==> src/rtl/comparator_2bit.sv <==
// Registered unsigned magnitude/equality comparator.
// z/gt/lt are one-hot after the first capture edge and all zero while in reset.
module comparator_2bit #(
    parameter int WIDTH = 2
) (
    input  logic             clk,
    input  logic             rst,
    input  logic [WIDTH-1:0] x,
    input  logic [WIDTH-1:0] y,
    output logic             z,
    output logic             gt,
    output logic             lt
);

    logic eq_next;
    logic gt_next;
    logic lt_next;

    always_comb begin
        eq_next = 1'b0;
        gt_next = 1'b0;
        lt_next = 1'b0;
        if (x == y) begin
            eq_next = 1'b1;
        end else if (x > y) begin
            gt_next = 1'b1;
        end else begin
            lt_next = 1'b1;
        end
    end

    // The three output flops are the only state; reset clears them asynchronously.
    always_ff @(posedge clk or posedge rst) begin
        if (rst) begin
            z  <= 1'b0;
            gt <= 1'b0;
            lt <= 1'b0;
        end else begin
            z  <= eq_next;
            gt <= gt_next;
            lt <= lt_next;
        end
    end

endmodule

==> config.mk <==
export PLATFORM = sky130hd
export DESIGN_NAME = comparator_2bit
export DESIGN_NICKNAME = d
export VERILOG_FILES = /design/src/rtl/comparator_2bit.sv
export SDC_FILE = /design/constraint.sdc
export NUM_CORES = 1
export LEC_CHECK = 0
export ABC_AREA = 1
export BUFFER_PORTS_ARGS = -buffer_cell sky130_fd_sc_hd__buf_2
export CORE_AREA = 3 3 40 42
export CTS_CLUSTER_DIAMETER = 30
export DETAILED_ROUTE_END_ITERATION = 16
export DIE_AREA = 0 0 43 45
export HOLD_SLACK_MARGIN = 0.15
export PLACE_DENSITY_LB_ADDON = 0.15
export RECOVER_POWER = 25
export SLEW_MARGIN = 20
export SYNTH_ARGS = -nofsm -noshare
export SYNTH_HDL_FRONTEND = slang
export SYNTH_SLANG_ARGS = --single-unit
==> constraint.sdc <==
create_clock -name clk -period 0.8 [get_ports clk]
set_clock_uncertainty 0.15 [all_clocks]
set_input_delay 0.12 -clock clk [delete_from_list [all_inputs] [get_ports clk]]
set_output_delay 0.12 -clock clk [all_outputs]
set_load 0.02 [all_outputs]
==> results of run 1 <==
state kept, by name (all words and copies together) (netlist names):
name	cells
gt	1
z	1
lt	1
kinds of logic after synthesis:
family,after synthesis
AOI/OAI and AO/OA,1
buffers and inverters,6
DFF,3
and+or+nand+nor,4
adders and majority gates,2
where the power goes:
group	switching, mW	total, mW	internal [mW]
sequential	0.00838	0.180	0.171
combinational	0.0720	0.147	0.0747
clock	0.0716	0.258	0.186
total	0.152	0.584	0.432
placed cells by master, fill, tap and decap left out:
| cell type | netlist | final |
|---|---|---|
| clkbuf_4 | 0 | 3 |
| inv_1 | 5 | 3 |
| buf_6 | 0 | 3 |
| dlygate4sd3_1 | 0 | 1 |
| clkbuf_1 | 0 | 1 |
| dfrtp_1 | 3 | 3 |
| inv_6 | 0 | 1 |
| buf_2 | 0 | 5 |
| inv_2 | 1 | 2 |
| nand2_2 | 1 | 2 |
| nor2_2 | 1 | 1 |
| ha_4 | 0 | 2 |
| a21oi_2 | 1 | 1 |
| nand2_1 | 2 | 1 |
cell type report:
class	instances	area [µm²]
Sequential cell	3	75.1
Fill cell	146	987
Tap cell	15	18.8
Inverter	6	27.5
Multi-Input combinational cell	7	81.3
Timing Repair Buffer	9	68.8
Clock buffer	4	26.3
per-stage QoR:
| stage | hold WS (ps) | instances | TNS [ps] |
|---|---|---|---|
| 2_1_floorplan | -276 | 16 | 0 |
| 3_3_place_gp | -169 | 39 | -392 |
| 3_5_place_dp | -160 | 39 | -379 |
| 4_1_cts | 99.1 | 44 | -612 |
| 5_1_grt | 126 | 44 | -636 |
| 6_report | 104 | 44 | -572 |
what timing repair did:
| item | 4_1_cts | 5_1_grt |
|---|---|---|
| gates resized for setup | 6 | 0 |
| endpoints found under the setup margin | 3 | 3 |
| endpoints found under the hold margin | 6 | 1 |
| setup buffers | 0 | 0 |
metal layers:
metal,wire (µm),track usage (%),vias to the layer above
met1,80,2.91,61
met3,56,2.79,0
met5,0,0,-
met2,155,5.99,7
met4,0,7.23,0
li1,-,-,70
final timing paths:
path / endpoint / slack (ps) / cells after the start
worst min-delay path: z / 100 / 4
min in group asynchronous: z / 150 / 3
worst max-delay path: lt / -190 / 1
max in group asynchronous: lt / 220 / 3
==> results_dict.tcl, run 1 <==
set metrics [dict create \
    area_delta_synth_final_pct 96.7 \
    relSlewSlack_pct 92.4 \
    cts.sinks 3 \
    wl_um 292 \
    dr.pass1.iters 1 \
    postCtsHoldBufs 1 \
    globalplace.congestion 0.638 \
    finalPower_mw 0.584 \
    h-tree-depth 1 \
    nets 38 \
    initial_utilization_pct 11.8 \
    syn_nets 24 \
    cp-start-kind "flop" \
    yosysWarnings 0 \
    fin_ws_ps -193 \
    violations "setup timing" \
    post-route-util_pct 23.2 \
    cp_max_fo 1 \
    synth_compound_area_share_pct 5.79 \
    synthSimpleGateAreaFrac_pct 13.2 \
    portBuffers 8 \
    clk_pin_slew_ps 30 \
    cts_buffers 3 \
    netlist_area_um2 151 \
    cpLargestDelayFamily "flip-flops" \
    power.leakage_nw 0.149 \
    outcome "finished with violations" \
    timing.critical_path.buf_inv 1 \
    yosys.cell_count.top_type "inv_1" \
    ys_seq_area_share_pct 49.6 \
    grt_pass1_vias 152 \
    drc 0 \
    avgSynthCellArea_um2 9.46 \
    max-cap-violations 0 \
    clockBufferDepth 2 \
    yosysTopAreaCell "dfrtp_1" \
    vdd_drop_max_mv 0.312 \
    synth_top_area_share_pct 49.6 \
    vias 138 \
    fp.coreArea_mm2 0.00128 \
    ys_ff_latch 3 \
    hold_class "primary input to flop" \
    place_area_um2 243 \
    fin_area_um2 298 \
    grt_max_degree 4 \
    synthTopCellsByCount "inv_1, dfrtp_1, ha_1, nand2_1" \
    place_ws_ps -156 \
    critPathSlowestCell "dfrtp_1" \
    drive_above_1_share_pct 69.0 \
    cp.arrival_ps 720 \
    grt_use_total_pct 4.25 \
    die-area_mm2 0.00194 \
    endpoint_kind "output port" \
    cp-startpoint "lt" \
    crit_required_ps 530 \
    setup_viol 3 \
    synth_cell_types 8 \
    fmax_ghz 1.01 \
    wl_per_cell_um 6.64 \
    grt_antenna_before_repair 0 \
    viasPerCell 3.14 \
    rsz0062_at_grt "true" \
    cts-root-buf "clkbuf_4" \
    die_w_um 43 \
    min_from "y[0]" \
    synthAdderAreaFrac_pct 16.5 \
    n_antenna_cell 0 \
    post-route-min-period_ps 993 \
    grt_overflow 0 \
    max_stage_delay_ps 370 \
    worstPathCellList "buf_6" \
    grt_pass1_wl_um 517 \
    synth_top_family_by_area "adder cells" \
    finalHoldViolations 0 \
    synthMuxAreaShare_pct 0 \
    synth_area_leaders "dfrtp_1, ha_1, inv_1, a21oi_2, nand2_1" \
    synthCells 16 \
    p_per_area_mw_per_mm2 1960 \
    die_y_um 45 \
    drt_iter0_markers 0 \
    rows 13 \
    ys_async_sr_fraction_pct 100 \
    cts_tree "built" \
    synthXorXnorAreaFrac_pct 0 \
    crit_type "flop to output port" \
    antenna_left 0 \
    synth_flop_cell "dfrtp_1" \
    final.period_utilization_pct 124 \
    finalMaxSlewViolations 0 \
    io_pins 9 \
    worst_pin_slew_ps 114 \
    synth_edf_count 0 \
]
No activity file was read; power rests on OpenSTA's default activity.
==> run 2, diff against run 1 <==
--- a/config.mk
+++ b/config.mk
@@ -6,11 +6,11 @@
 export NUM_CORES = 1
 export LEC_CHECK = 0
 export ABC_AREA = 1
-export BUFFER_PORTS_ARGS = -buffer_cell sky130_fd_sc_hd__buf_2
-export CORE_AREA = 3 3 40 42
+export CORE_AREA = 2 2 39 41
 export CTS_CLUSTER_DIAMETER = 30
 export DETAILED_ROUTE_END_ITERATION = 16
-export DIE_AREA = 0 0 43 45
+export DIE_AREA = 0 0 41 43
+export DONT_BUFFER_PORTS = 1
 export HOLD_SLACK_MARGIN = 0.15
 export PLACE_DENSITY_LB_ADDON = 0.15
 export RECOVER_POWER = 25
==> results_dict.tcl, run 2 (synthesized netlist as in run 1, its figures left out) <==
set metrics [dict create \
    clockBufferDepth 2 \
    rows 14 \
    cts.sinks 3 \
    wl_um 264 \
    swShare_pct 26.4 \
    power_frac_comb_pct 12.3 \
    antenna_left 0 \
    grt_pass1_vias 123 \
    p_sw_mw 0.142 \
    outcome "finished with violations" \
    die-area_mm2 0.00176 \
    globalplace.congestion 0.568 \
    grt_max_degree 4 \
    drive_above_1_share_pct 66.7 \
    dr.pass1.iters 1 \
    viasPerCell 2.70 \
    violations "setup timing" \
    post-route-min-period_ps 935 \
    wl_per_cell_um 7.14 \
    endpoint_kind "output port" \
    worst_pin_slew_ps 126 \
    crit_required_ps 530 \
    cp_max_fo 1 \
    post-route-util_pct 17.6 \
    grt_antenna_before_repair 0 \
    layout_common_cells "inv_1, clkbuf_4, dfrtp_2" \
    seqPwrFrac_pct 38.4 \
    grt_pass1_wl_um 400 \
    power.leakage_nw 0.110 \
    postCtsHoldBufs 1 \
    largestRegisters "gt (1), lt (1), z (1)" \
    final_common_cell "inv_1" \
    vias 100 \
    clkPwrFrac_pct 49.3 \
    final.period_utilization_pct 117 \
    die_y_um 43 \
    fin_ws_ps -135 \
    rsz0062_at_grt "true" \
    place_area_um2 204 \
    n_antenna_cell 0 \
    cts_buffers 3 \
    drt_iter0_markers 0 \
    cts_tree "built" \
    portBuffers 0 \
    cts-root-buf "clkbuf_4" \
    vdd_drop_max_mv 0.227 \
    fin_area_um2 244 \
    crit_type "flop to output port" \
    max-cap-violations 0 \
    h-tree-depth 1 \
    drc 0 \
    nets 30 \
    clk_pin_slew_ps 40 \
    finalHoldViolations 0 \
    post-cts-setup-buffer-count 0 \
    initial_utilization_pct 10.9 \
    p_int_mw 0.394 \
    place_ws_ps -18.0 \
    hold_class "primary input to flop" \
    io_pins 9 \
    hold_slack_ps 15.8 \
    cp.arrival_ps 660 \
    die_w_um 41 \
    p_per_area_mw_per_mm2 2200 \
    fmax_ghz 1.07 \
    setup_viol 3 \
    finalMaxSlewViolations 0 \
    fp.coreArea_mm2 0.00138 \
    grt_overflow 0 \
    area_delta_synth_final_pct 61.2 \
    cp-start-kind "flop" \
    grt_use_total_pct 4.00 \
    relSlewSlack_pct 91.6 \
]
[run 2: cell count changes in the layout (fill, tap and decap cells not counted)]
cell     before  now
buf_2         5    0
buf_6         3    0
dfrtp_1       3    0
dfrtp_2       0    3
inv_1         3    4
inv_2         2    1
[run 2: power by group through the flow]
| stage | logic, mW | clock network (mW) | registers, mW |
|---|---|---|---|
| after global routing | 0.0777 | 0.294 | 0.209 |
| after detailed placement | 0.0646 | 0 | 0.204 |
| after CTS | 0.0689 | 0.276 | 0.204 |
| after floorplan | 0.0560 | 0 | 0.202 |
| final | 0.0659 | 0.264 | 0.206 |
| after global placement | 0.0634 | 0 | 0.203 |
[run 2: repair_timing]
action | 4_1_cts | 5_1_grt
hold endpoints to repair | 6 | 6
setup endpoints to repair | 3 | 3
cloned | 0 | 0
pin swaps | 0 | 0
gates resized for setup | 1 | 2
[run 2: routing by layer]
layer  track usage (%)  vias to the layer above  wire length [µm]
met5                 0                        -                 0
met4              10.0                        0                 0
met3                 0                        0                17
met2              3.75                        9               109
met1              4.11                       37               136
li1                  -                       54                 -
[run 2: path summary, 6_finish.rpt]
check,slack (ps),end,from,cells past startpoint
worst max-delay path,-130,lt,lt,0
worst min-delay path,20,gt,y[0],4
max in group asynchronous,320,z,rst,2
min in group asynchronous,40,lt,rst,2
[run 2: final cells by class]
class	instances	area [µm²]
fillers	144	1140
multi-input cells	7	81.3
flip-flops and latches	3	78.8
inverters	6	27.5
clock buffers	4	26.3
well taps	16	20.0
repair buffers	1	10.0
[run 2: metrics by stage]
step	power [mW]	instances	TNS [ps]
floorplan	0.258	16	0
CTS	0.549	37	-432
global route	0.581	37	-479
global placement	0.267	32	-31.2
detailed placement	0.269	32	-35.3
finish	0.536	37	-403
